**src/rtl/usr_pkg.sv**
```systemverilog
// Shared encodings for the sequenced universal shift register: command ops,
// core select codes, controller states and op-decode helpers.
package usr_pkg;

  typedef enum logic [2:0] {
    OP_NOP      = 3'b000,
    OP_LOAD     = 3'b001,
    OP_SHR      = 3'b010,
    OP_SHL      = 3'b011,
    OP_ROR      = 3'b100,
    OP_ROL      = 3'b101,
    OP_LOAD_SHR = 3'b110,
    OP_LOAD_SHL = 3'b111
  } op_e;

  typedef enum logic [1:0] {
    SEL_HOLD  = 2'b00,
    SEL_RIGHT = 2'b01,
    SEL_LEFT  = 2'b10,
    SEL_LOAD  = 2'b11
  } sel_e;

  typedef enum logic [1:0] {
    ST_IDLE  = 2'b00,
    ST_LOAD  = 2'b01,
    ST_SHIFT = 2'b10,
    ST_DONE  = 2'b11
  } state_e;

  function automatic logic op_is_load(input op_e op);
    return (op == OP_LOAD) || (op == OP_LOAD_SHR) || (op == OP_LOAD_SHL);
  endfunction

  // Every op except NOP and plain LOAD moves bits through the register.
  function automatic logic op_shifts(input op_e op);
    return (op != OP_NOP) && (op != OP_LOAD);
  endfunction

  function automatic logic op_is_right(input op_e op);
    return (op == OP_SHR) || (op == OP_ROR) || (op == OP_LOAD_SHR);
  endfunction

endpackage

```
**src/rtl/usr_core.sv**
```systemverilog
// WIDTH-bit universal shift register: hold, shift right, shift left or
// parallel load, chosen by a 2-bit select.
module usr_core
  import usr_pkg::*;
#(
  parameter int WIDTH = 4
) (
  input  logic             clk,
  input  logic             clr_n,
  input  sel_e             select,
  input  logic             sr,
  input  logic             sl,
  input  logic [WIDTH-1:0] pin,
  output logic [WIDTH-1:0] q
);

  logic [WIDTH-1:0] q_q;

  // Register update selected by the controller.
  always_ff @(posedge clk or negedge clr_n) begin
    if (!clr_n) begin
      q_q <= '0;
    end else begin
      case (select)
        SEL_HOLD:  q_q <= q_q;
        SEL_RIGHT: q_q <= {sr, q_q[WIDTH-1:1]};
        SEL_LEFT:  q_q <= {q_q[WIDTH-2:0], sl};
        SEL_LOAD:  q_q <= pin;
        default:   q_q <= q_q;
      endcase
    end
  end

  assign q = q_q;

endmodule

```
**src/rtl/usr_seq_ctrl.sv**
```systemverilog
// Command-driven sequencer around usr_core (load / shift / rotate by count).
// Optional macro USR_SEQ_CTRL_ROTATE_EN makes ROR/ROL true rotates.
module usr_seq_ctrl
  import usr_pkg::*;
#(
  parameter int WIDTH = 4,
  parameter int CNT_W = 4
) (
  input  logic             clk,
  input  logic             clr_n,
  input  logic             cmd_valid,
  output logic             cmd_ready,
  input  logic [2:0]       cmd_op,
  input  logic [CNT_W-1:0] cmd_cnt,
  input  logic [WIDTH-1:0] cmd_data,
  input  logic             cmd_fill,
  output logic [WIDTH-1:0] q,
  output logic             busy,
  output logic             done
);

  state_e           state_q, state_d;
  op_e              op_q, op_d;
  logic [CNT_W-1:0] cnt_q, cnt_d;
  logic [WIDTH-1:0] data_q, data_d;
  logic             fill_q, fill_d;
  logic             done_q, busy_q, ready_q;
  sel_e             select_s;
  logic             sr_s, sl_s;

  // Next-state logic; command fields are captured only on a handshake.
  always_comb begin
    state_d = state_q;
    op_d    = op_q;
    cnt_d   = cnt_q;
    data_d  = data_q;
    fill_d  = fill_q;
    case (state_q)
      ST_IDLE: begin
        if (cmd_valid && cmd_ready) begin
          op_d   = op_e'(cmd_op);
          cnt_d  = cmd_cnt;
          data_d = cmd_data;
          fill_d = cmd_fill;
          if (op_is_load(op_e'(cmd_op))) begin
            state_d = ST_LOAD;
          end else if (op_shifts(op_e'(cmd_op)) && (cmd_cnt != '0)) begin
            state_d = ST_SHIFT;
          end else begin
            state_d = ST_DONE;
          end
        end else begin
          state_d = ST_IDLE;
        end
      end
      ST_LOAD: begin
        if (op_shifts(op_q) && (cnt_q != '0)) begin
          state_d = ST_SHIFT;
        end else begin
          state_d = ST_DONE;
        end
      end
      // The counter doubles as the latched step count and counts down to 1.
      ST_SHIFT: begin
        if (cnt_q == CNT_W'(1)) begin
          state_d = ST_DONE;
          cnt_d   = '0;
        end else begin
          cnt_d = cnt_q - CNT_W'(1);
        end
      end
      ST_DONE: state_d = ST_IDLE;
      default: state_d = ST_IDLE;
    endcase
  end

  // Core select decoded from the current state.
  always_comb begin
    select_s = SEL_HOLD;
    case (state_q)
      ST_LOAD:  select_s = SEL_LOAD;
      ST_SHIFT: select_s = op_is_right(op_q) ? SEL_RIGHT : SEL_LEFT;
      default:  select_s = SEL_HOLD;
    endcase
  end

  // Serial inputs: rotates feed back the outgoing bit when enabled.
  always_comb begin
`ifdef USR_SEQ_CTRL_ROTATE_EN
    sr_s = (op_q == OP_ROR) ? q[0] : fill_q;
    sl_s = (op_q == OP_ROL) ? q[WIDTH-1] : fill_q;
`else
    sr_s = fill_q;
    sl_s = fill_q;
`endif
  end

  // Controller state and registered status outputs.
  always_ff @(posedge clk or negedge clr_n) begin
    if (!clr_n) begin
      state_q <= ST_IDLE;
      op_q    <= OP_NOP;
      cnt_q   <= '0;
      data_q  <= '0;
      fill_q  <= 1'b0;
      done_q  <= 1'b0;
      busy_q  <= 1'b0;
      ready_q <= 1'b1;
    end else begin
      state_q <= state_d;
      op_q    <= op_d;
      cnt_q   <= cnt_d;
      data_q  <= data_d;
      fill_q  <= fill_d;
      done_q  <= (state_d == ST_DONE);
      busy_q  <= (state_d != ST_IDLE);
      ready_q <= (state_d == ST_IDLE);
    end
  end

  usr_core #(.WIDTH(WIDTH)) u_core (
    .clk    (clk),
    .clr_n  (clr_n),
    .select (select_s),
    .sr     (sr_s),
    .sl     (sl_s),
    .pin    (data_q),
    .q      (q)
  );

  assign cmd_ready = ready_q;
  assign busy      = busy_q;
  assign done      = done_q;

endmodule

```
**config.mk**
```make
export PLATFORM = sky130hd
export DESIGN_NAME = usr_seq_ctrl
export DESIGN_NICKNAME = d
export VERILOG_FILES = /design/src/rtl/usr_pkg.sv /design/src/rtl/usr_core.sv /design/src/rtl/usr_seq_ctrl.sv
export SDC_FILE = /design/constraint.sdc
export NUM_CORES = 1
export LEC_CHECK = 0
export CORE_ASPECT_RATIO = 0.5
export CORE_MARGIN = 1.5
export CORE_UTILIZATION = 40
export DETAILED_ROUTE_END_ITERATION = 16
export PLACE_DENSITY = 0.64
export SLEW_MARGIN = 25
export SYNTH_ARGS = -nofsm -noshare
export SYNTH_HDL_FRONTEND = slang
export SYNTH_SLANG_ARGS = --single-unit
```
**constraint.sdc**
```tcl
create_clock -name clk -period 3.2 [get_ports clk]
set_input_delay 0.48 -clock clk [delete_from_list [all_inputs] [get_ports clk]]
set_output_delay 0.48 -clock clk [all_outputs]
set_load 0.05 [all_outputs]
```
==> results.txt, run 1 <==
The cell count after synthesis came out at 112. For this block, the initial DRC count from the detailed router was 63. The run gives 0.00270 sq mm as the total core area. During synthesis, Yosys emitted a total of 0 warnings.

After detailed routing, the average wire length per cell comes to 14.3 microns. The fraction of post-synthesis cell area in the top cell type by area was 0.421. The logs give 0 for the number of pins with negative max-slew slack in the final report and 13 for the row count.

The largest area contributor in the synthesized netlist is dfrtp_1. In this run the cell area measured after placement is 0.00143 sq mm. The first detailed-routing pass ran for 4 iterations. The routed layout has 944 vias. The routing usage on met2 came out at 0.224. The number of nets in the synthesized netlist is 135. The share of synthesized flip-flops with an asynchronous set or reset is 1.00, and the number of ports placed on the die boundary is 22. The tools report the worst-case headroom to the max-slew limit as 0.593.

Using the TritonRoute via totals, the vias-per-cell ratio works out to 5.52. The cell depth of the worst flop-to-flop path came out at 5. On the critical path the largest part of the delay comes from buffers and inverters. Summed over all layers, the routed wires come to 2440 microns. The slowest stage of the critical path belongs to the cell clkdlybuf4s50_1.

The synthesized-area fraction occupied by xor and xnor cells came out at 0. The kind of capture point of the worst setup path was an output pin. Data arrives at the worst endpoint at 1.64 ns. The mean post-synth cell area was 10.6 sq um; the layout cell share with drive strength beyond 1 was 0.119. Ranked by total cell area, the synthesized netlist is headed by dfrtp_1 (42%), ha_1 (8.4%), mux2_2 (7.6%), inv_1 (3.2%), o211ai_1 (2.5%).

The combinational group share of total power was 0.539. The startpoint identified for the worst register-to-register timing path is state_q[0]. The floorplan step defined a die boundary enclosing 0.00332 sq mm. The count of buffers from port buffering is 21, and the number of filler instances in the final layout is 258. For the number of failing hold endpoints at the final stage, the log shows 0. Most crowded layer after global routing: met1. The run gives 0.602 nW as the reported leakage power. Start-to-end type of the worst setup path: flip-flop to output pin. The fraction of the core area covered by cells at the end of the flow was 0.545; the worst-case vdd ir drop was 0.413 mV.

The simple-gate share of the synthesized area was 0.140. The post-CTS repair timing setup buffer count was 0; the share of the clock period used by the worst path was 0.663. Routability-driven placement finished with a final weighted congestion of 0.785. The completed layout was analyzed and its total power is 0.00148 W. The CTS buffer count was 3. The flow ran to the end, and the final reports show no timing, DRC or antenna violations.

In this run, synthesis produced a sequential element count of 21. The run gives 0.0549 as the global routing usage on met3. In this run the worst hold path is classified as primary input to asynchronous set/reset pin. Relative to the synthesized area, the layout overhead comes to 23.9%. For this design, the sink count on the clock tree is 21. The run gives 2.72 ns as the worst path required time. CTS placed an instance of clkbuf_8 at the clock tree root. Static timing analysis puts the maximum clock frequency at 0.471 GHz. The post-synthesis compound-gate area fraction came out at 0.204. The power per cell area is 1010 mW/mm^2, and the combined buffer and inverter count along the critical path is 1. The worst register-to-register path ends at cmd_ready. The worst setup path is launched from a flip-flop. Post-CTS clock slew at the launch and capture registers of the worst setup and hold paths: 0.08 ns.

After synthesis, the netlist uses 39 different library cells. TritonCTS built the clock tree. The run gives 0.171 as the total global routing track utilization. The run gives 0.00167 ns as the largest clock skew in the final design. For the pin with the worst max-slew slack, the measured transition is 0.611 ns. The later pin in the worst-skew pair is clocked with a latency of 0.26 ns. The internal portion of the total power is 0.000826 W. The initial antenna violation count is 0, and the number of global-route vias before repair is 871.

The DRC violations left was 0; the initial core utilization was 0.440. The switching part of the total is 0.442. Register area share after synthesis: 0.444.

For this run, the post-layout net count is 158. After clock tree synthesis, the repair step resized 0 gates. The number of antenna diodes in the final layout is 0.

For this run the aggregate overflow at the end of global routing stands at 0. Entering global routing, the biggest net connects 22 pins. The total negative slack for setup checks was 0 ns; the slack of the worst reg-to-reg path was 1.14 ns.

Total half-perimeter wirelength after legalization and detailed placement: 1840 microns. The die is 41.5 microns tall. The maximum fanout along the worst path was 6; the relative contribution of sequential cells to total power was 0.341. The global-route wire length before repair was 4270 microns. For this run, the leading register cell type out of synthesis is dfrtp_1. The finished cells cover 0.00147 sq mm. The analysis attributes to net switching a power of 0.000653 W.

The CTS H-tree depth is 1, and the mux share of post-synthesis cell area is 0.0843. The smallest clock period supported by the final layout is computed as 2.12 ns. After synthesis, the largest family of logic cells by area is compound AO/OA/AOI/OAI gates. Setup repair after global routing left no endpoint under its margin. Traced cell by cell, the critical path runs through clkdlybuf4s50_1.

In this run the remaining antenna-violating nets after routing total 0. The largest stage delay on the critical path was 0.81 ns; the number of hold-repair buffers added at the cts stage was 0. Setup violations remaining at the end of the flow were counted as 0. In this run the horizontal extent of the chip is 80.1 microns. The fraction of the mapped netlist area in adder cells is 0.0843. In the layout the commonest cells are dfrtp_1 (20), clkdlybuf4s50_1 (20), inv_1 (10).

The tool flagged a number of max-cap violations equal to 0. The met1 demand-to-capacity share in global routing is 0.262. The longest clock path from root to sink contains 2 buffers. Yosys mapped a number of flops with a built-in enable equal to 0. Summed instance area of the synthesized netlist: 0.00119 sq mm.

The run gives 0.120 as the relative contribution of the clock network to total power.
synth_stat cells, types with 3 or more instances:
master,number
a31oi_1,4
mux2_2,8
ha_1,8
inv_1,10
dfrtp_1,20
and2_1,3
a32oi_1,3
nor2b_1,3
o22ai_1,4
nor2_1,7
nand3_1,4
o211ai_1,4
sequential cells by signal (all words and copies together) (netlist names):
name / cells
cnt_q: 4
u_core.q: 4
data_q: 4
busy: 1
state_q: 2
fill_q: 1
op_q: 3
done: 1
cmd_ready: 1
power groups by stage:
stage / Combinational, W / Sequential, W / Clock, W
after global routing: 0.000875 / 0.000527 / 0.000202
final: 0.000797 / 0.000505 / 0.000177
after detailed placement: 0.000798 / 0.000509 / 0
after floorplan: 0.000473 / 0.000618 / 0
after CTS: 0.000800 / 0.000504 / 0.000186
after global placement: 0.000793 / 0.000505 / 0
worst max path at each step:
stage,start,endpoint,slack (ns),cells after the start
2_1_floorplan,state_q[0],cmd_ready,1.54,5
3_3_place_gp,cmd_valid,cnt_q[3],1.15,4
3_5_place_dp,state_q[0],cmd_ready,1.16,5
4_1_cts,cmd_ready,cmd_ready,1.07,1
5_1_grt,state_q[0],cmd_ready,0.94,5
6_report,cmd_ready,cmd_ready,1.08,1
cell type report:
cell class | instances | area, sq um | share of cell area
clock buffers | 3 | 41.3 | 0.0281
clock inverters | 1 | 5.00 | 0.00340
inverters | 10 | 37.5 | 0.0255
multi-input cells | 78 | 609 | 0.414
flip-flops and latches | 21 | 527 | 0.358
well taps | 37 | 46.3 | 0.0315
repair buffers | 21 | 205 | 0.139
routing by layer:
metal / wire length [microns] / vias to the layer above
li1: - / 472
met1: 1340 / 452
met2: 1000 / 20
met3: 93 / 0
met4: 0 / 0
met5: 0 / -
per-stage QoR:
stage	hold WS, ns	setup WS, ns	cells
2_1_floorplan	0.184	1.54	112
3_5_place_dp	0.498	1.16	167
4_1_cts	0.517	1.07	171
5_1_grt	0.182	0.940	171
3_3_place_gp	0.489	1.15	167
6_report	0.163	1.08	171
cells by family (layout without fill, tap and decap cells):
| kind of cell | after synthesis | after routing |
|---|---|---|
| compound gates | 32 | 32 |
| fa+ha+maj | 8 | 8 |
| buf+inv | 13 | 35 |
| flops | 21 | 21 |
| mux | 9 | 9 |
| simple gates | 29 | 29 |
No activity file was read; power rests on OpenSTA's default activity.
==> inputs of run 2 (changes only) <==
Settings changed: PLACE_DENSITY 0.64 to 0.66.
Clock period 3.2 ns to 1.95 ns, I/O delays scaled along.
==> run 2 against run 1 <==
Against the previous run:
- first-iteration DRC count rose by 9.5%
- utilization rose by 1.4 points
- via count fell by 1.3%
- flip-flop and latch count did not move
- clock-buffer cell count did not move
- worst hold slack improved by 0.21 ns
- largest cell class unchanged
- largest power group unchanged
- highest routed layer is now met4
==> results.txt, run 2 (synthesis results as in run 1) <==
The max-cap violation count came out at 0 (unchanged). The total die area is 0.00332 sq mm (unchanged), and the width of the chip is 80.1 microns (unchanged). Setup repair after global routing left no endpoint under its margin. The tools report the startpoint of the most critical register-to-register path as state_q[0]. The logs give 4 (unchanged) for the detailed-routing iteration count for the pre-antenna-repair pass and 0.556 GHz for the highest attainable clock frequency. The total area of multi-input combinational cells is 609 sq um (unchanged). The start-to-end type of the worst setup path is flip-flop to flip-flop.

The number of global-route vias before repair came out at 886 (+1.7%). The post-CTS repair timing setup buffer count was 0 (unchanged); the DRC violations left was 0 (unchanged). For the reported leakage power, the log shows 0.623 nW (+3.4%). The first-iteration detailed-routing DRC count was 69 (+9.5%). Worst-case vdd ir drop: 0.753 mV (+82%). TritonCTS built the clock tree. The average wire length per cell after detail routing is 13.6 microns (-4.7%), and the maximum fanout along the worst path is 4 (-2).

The number of pins with negative max-slew slack in the final report is 0 (unchanged), and the post-cts sizing count is 0 (unchanged). The row count is 13 (unchanged), and the total core area is 0.00270 sq mm (unchanged). The tools report the number of failing hold endpoints at the final stage as 0 (unchanged). The run finished with clean final reports. The share of the clock period used by the worst path is 0.922. The number of setup violations in the final report is 0 (unchanged). The post-CTS clock slew at the launch and capture registers of the worst setup and hold paths came out at 0.08 ns (about the same). The run gives 0.623 (+0.0306) as the worst-case headroom to the max-slew limit. The logs give 161 (+1.9%) for the net total in the final layout and 0.370 ns (+0.207 ns) for the worst hold margin. The logs give 0.26 ns (about the same) for the latest clock arrival within the worst-skew pair and 2370 microns (-3.0%) for the final wirelength.

Final standard cell count with taps included and fillers excluded: 174 (+1.8%). Leaving out fill and tap cells, the most frequent cells in the layout are dfrtp_1 (20), clkdlybuf4s50_1 (20), inv_1 (10). The cell depth of the worst flop-to-flop path was 5 (unchanged). The kind of capture point of the worst setup path is a flip-flop. The power per cell area came out at 1630 mW/mm^2 (+62%). The total overflow reported by the global router came out at 0 (unchanged). Worst path required time: 2.07 ns (-0.65 ns). Startpoint class of the critical path: a flip-flop. The initial core utilization is 0.440 (unchanged).

The number of inserted diodes came out at 0 (unchanged). Count of buffers from port buffering: 21 (unchanged). The total negative slack for setup checks was 0 ns (unchanged). The CTS root buffer is clkbuf_8. The CTS H-tree depth is 1 (unchanged). The count of nets left with antenna violations after detail routing was 0 (unchanged). The total area of sequential cells was 527 sq um (unchanged). The logs give 252 (-2.3%) for the number of filler instances in the final layout and 0 (unchanged) for the initial antenna violation count. The slew at the pin closest to its max-slew limit is 0.565 ns (-0.0460 ns), and the ratio of routed vias to standard cells is 5.36 (-3.0%). The tools report the largest net degree at the start of global routing as 22 (unchanged). The CTS buffer count came out at 3 (unchanged). The final critical delay including setup and external delays was 1.80 ns. The total half-perimeter wirelength after legalization and detailed placement came out at 1850 microns (+0.45%). The total global routing track utilization is 0.165 (-0.00580).

The data arrival time of the critical path was 1.92 ns (+0.28 ns); the global-route wire length before repair was 4240 microns (-0.82%). The area growth from synthesis to layout works out to 27.1%. In this run the worst hold path is classified as primary input to asynchronous set/reset pin.

The global placement routability congestion is 0.813 (+3.5%), and the buffer depth of the longest clock path is 2 (unchanged). Slack of the worst reg-to-reg path: 0.15 ns (-0.99 ns). The overall die height was 41.5 microns (unchanged); the sink count of the clock tree was 21 (unchanged).

The placed instance count came out at 170 (+1.8%). In this run the critical register-to-register path is captured at busy. The logs give 22 (unchanged) for the number of ports placed on the die boundary and 0.00206 ns (+0.000392 ns) for the largest clock skew in the final design. The layout cell share with drive strength beyond 1 is 0.139 (+0.0193), and the number of hold-repair buffers added at the cts stage is 0 (unchanged). The tools report the total via count in the routed design as 932 (-1.3%).
run 2: cell count changes in the layout (fill, tap and decap cells not counted), sizes merged:
cell and change:
buf +3
run 2: power breakdown:
group          internal (W)  switching [W]  leakage, nW
registers          0.000657       0.000170        0.250
clock network      0.000142       0.000142       0.0255
logic              0.000591       0.000758        0.347
total               0.00139        0.00107        0.623
run 2: worst max path at each step:
stage / startpoint / end / slack [ns] / cells past startpoint
after floorplan: state_q[0] / cmd_ready / 0.29 / 5
after global placement: state_q[0] / cmd_ready / 0.22 / 5
after detailed placement: state_q[0] / busy / 0.18 / 5
after CTS: state_q[0] / busy / 0.15 / 5
after global routing: state_q[0] / busy / 0.05 / 5
final: state_q[0] / busy / 0.15 / 5
run 2: per-layer routing:
layer / routed length, microns / track usage / vias to the layer above / part of all wire
li1: - / - / 470 / -
met1: 1250 / 0.243 / 438 / 0.53
met2: 984 / 0.230 / 20 / 0.42
met3: 99 / 0.0505 / 4 / 0.042
met4: 29 / 0.0517 / 0 / 0.012
met5: 0 / 0 / - / 0
run 2: final cells by class:
cell class | count | area share
clock inverters | 1 | 0.00332
flip-flops and latches | 21 | 0.349
repair buffers | 24 | 0.161
well taps | 37 | 0.0307
multi-input cells | 78 | 0.404
inverters | 10 | 0.0249
clock buffers | 3 | 0.0274
run 2: stage by stage:
step	instance area, sq um	worst slack, ns	util	total power [W]
floorplan	1190	0.288	-	0.00179
global placement	1460	0.218	0.542	0.00217
detailed placement	1460	0.176	0.542	0.00218
CTS	1510	0.151	0.559	0.00248
global route	1510	0.0470	0.559	0.00267
finish	1510	0.153	0.559	0.00246
run 2: critical path, cell delays in order, from the launching register on:
cell	delay (ns)
dfrtp_1	0.41
inv_1	0.10
ha_1	0.22
a22o_1	0.22
a222oi_1	0.53
o221ai_1	0.18
==> inputs of run 3 (changes only) <==
Settings changed: MAX_ROUTING_LAYER set to met4.
==> run 3 against run 2 <==
Against the previous run:
- die area is the same
- first-iteration DRC count shrank 1.4%
- combinational power is essentially flat
- clock skew is essentially flat
- critical path type unchanged
- critical endpoint unchanged
==> results.txt, run 3 (synthesis results as in run 1) <==
The total die area came out at 0.00332 sq mm (unchanged). For the number of inserted diodes, the log shows 0 (unchanged). The count of buffers from port buffering works out to 21 (unchanged). The placed instance count came out at 170 (unchanged). The largest clock skew in the final design was 0.00207 ns (+0.0000150 ns). The tools report the number of ports placed on the die boundary as 22 (unchanged). The global-route wire length before repair was 4240 microns (+0.17%). The logs give 934 (+0.21%) for the total via count in the routed design and 0 (unchanged) for the max-cap violation count.

The critical path goes through inv_1 > ha_1 > a22o_1 > a222oi_1 > o221ai_1. The number of setup violations in the final report came out at 0 (unchanged). The worst register-to-register path begins at state_q[0]. The detailed-routing iteration count for the pre-antenna-repair pass was 4 (unchanged).

The run gives 0.176 ns (unchanged) as the worst setup timing slack at the placement stage. The logs give 0.00246 W (about the same) for the overall power after layout and 0.825 (+1.5%) for the global placement routability congestion. The startpoint class of the critical path is a flip-flop.

The tools report the row count as 13 (unchanged). The tools report the number of global-route vias before repair as 889 (+0.34%). The cell depth of the worst flop-to-flop path is 5 (unchanged), and the initial antenna violation count is 0 (unchanged). The width of the chip is 80.1 microns (unchanged). The run gives 2 (unchanged) as the buffer depth of the longest clock path. The average wire length per cell after detail routing was 13.6 microns (about the same).

The run gives 161 (unchanged) as the net total in the final layout. In this run the clock root is driven by a clkbuf_8. The largest net degree at the start of global routing is 22 (unchanged). The maximum fanout along the worst path was 4 (unchanged); the total negative slack for setup checks was 0 ns (unchanged).

The relative contribution of sequential cells to total power was 0.336 (about the same); the share of the clock period used by the worst path was 0.922 (about the same). The largest stage delay on the critical path works out to 0.53 ns (about the same). The tools report the initial core utilization as 0.440 (unchanged). The combinational group share of total power was 0.548 (about the same). The switching part of the total was 0.435 (about the same); the total core area was 0.00270 sq mm (unchanged). In this run the critical register-to-register path is captured at busy. The logs give 0.00107 W (about the same) for the total net switching power and 0.153 ns (+0.00000300 ns) for the post-route worst setup slack.

TritonCTS built the clock tree. The DRC violations left is 0 (unchanged), and the slew at the pin closest to its max-slew limit is 0.565 ns (unchanged). Among cell families on the critical path, the largest total delay comes from compound AO/OA/AOI/OAI gates.

Critical-path cell with the highest stage delay: a222oi_1. Number of pins with negative max-slew slack in the final report: 0 (unchanged). The top cell types in the final layout, fill and taps aside, are dfrtp_1 (20), clkdlybuf4s50_1 (20), inv_1 (10).

The worst path required time is 2.07 ns (about the same), and the overall die height is 41.5 microns (unchanged). STA classifies the critical path endpoint as a flip-flop. Number of failing hold endpoints at the final stage: 0 (unchanged). The critical path is of the flip-flop to flip-flop type. The logs give 0 (unchanged) for the post-CTS repair timing setup buffer count and 174 (unchanged) for the final standard cell count with taps included and fillers excluded. The tools report the total half-perimeter wirelength after legalization and detailed placement as 1850 microns (unchanged). The layout cell share with drive strength beyond 1 was 0.139 (unchanged).

The worst hold margin was 0.370 ns (+0.0000570 ns); the reported leakage power was 0.623 nW (unchanged). The logs give 2370 microns (about the same) for the final wirelength and 0.116 (about the same) for the relative contribution of the clock network to total power. The run gives 0.00139 W (about the same) as the internal power summed over all cells.

The tools report the count of nets left with antenna violations after detail routing as 0 (unchanged). The run gives 0.556 GHz (about the same) as the highest attainable clock frequency. Classification of the worst-slack hold path: primary input to asynchronous set/reset pin. The latest clock arrival within the worst-skew pair was 0.26 ns (about the same). The logs give 0 (unchanged) for the number of hold-repair buffers added at the cts stage and 1 (unchanged) for the CTS H-tree depth.

The number of filler instances in the final layout was 252 (unchanged). Ratio of routed vias to standard cells: 5.37 (+0.21%). The post-cts sizing count was 0 (unchanged); the area growth from synthesis to layout was 27.1% (unchanged). The combined buffer and inverter count along the critical path came out at 1 (unchanged). The flow ran to the end, and the final reports show no timing, DRC or antenna violations. The final critical delay including setup and external delays came out at 1.80 ns (-0.00000300 ns).

Setup repair after global routing left no endpoint under its margin. The post-CTS clock slew at the launch and capture registers of the worst setup and hold paths is 0.08 ns (about the same). The sink count of the clock tree is 21 (unchanged).

The data arrival time of the critical path came out at 1.92 ns (about the same). The logs give 0.170 (+0.00529) for the total global routing track utilization and 0 (unchanged) for the total overflow reported by the global router. The slack of the worst reg-to-reg path was 0.15 ns (about the same); the worst-case headroom to the max-slew limit was 0.623 (unchanged). The tools report the first-iteration detailed-routing DRC count as 68 (-1.4%).

The worst-case vdd ir drop came out at 0.753 mV (about the same). The CTS buffer count came out at 3 (unchanged). The power per cell area works out to 1630 mW/mm^2 (about the same).
## run 3: power groups by stage
stage               Clock [W]  Sequential [W]  Combinational [W]
finish               0.000285        0.000827            0.00135
global route         0.000320        0.000863            0.00148
global placement            0        0.000832            0.00134
floorplan                   0         0.00101           0.000776
CTS                  0.000299        0.000827            0.00136
detailed placement          0        0.000835            0.00135
## run 3: metrics by stage
| step | instance area [sq um] | util |
|---|---|---|
| finish | 1510 | 0.559 |
| global placement | 1460 | 0.542 |
| global route | 1510 | 0.559 |
| CTS | 1510 | 0.559 |
| floorplan | 1190 | - |
| detailed placement | 1460 | 0.542 |
## run 3: worst max path at each step
stage | from | to | depth (start not counted)
finish | state_q[0] | busy | 5
global route | state_q[0] | busy | 5
CTS | state_q[0] | busy | 5
detailed placement | state_q[0] | busy | 5
global placement | state_q[0] | cmd_ready | 5
floorplan | state_q[0] | cmd_ready | 5
## run 3: final cells by class
type / instances / area, sq um / share of cell area
clock buffers: 3 / 41.3 / 0.0274
flip-flops and latches: 21 / 527 / 0.349
inverters: 10 / 37.5 / 0.0249
multi-input cells: 78 / 609 / 0.404
repair buffers: 24 / 243 / 0.161
clock inverters: 1 / 5.00 / 0.00332
well taps: 37 / 46.3 / 0.0307
## run 3: routing by layer
metal	wire length, microns	vias up	track usage
met5	0	-	-
met4	29	0	0.0517
met3	99	4	0.0505
met2	985	20	0.230
met1	1250	440	0.244
li1	-	470	-
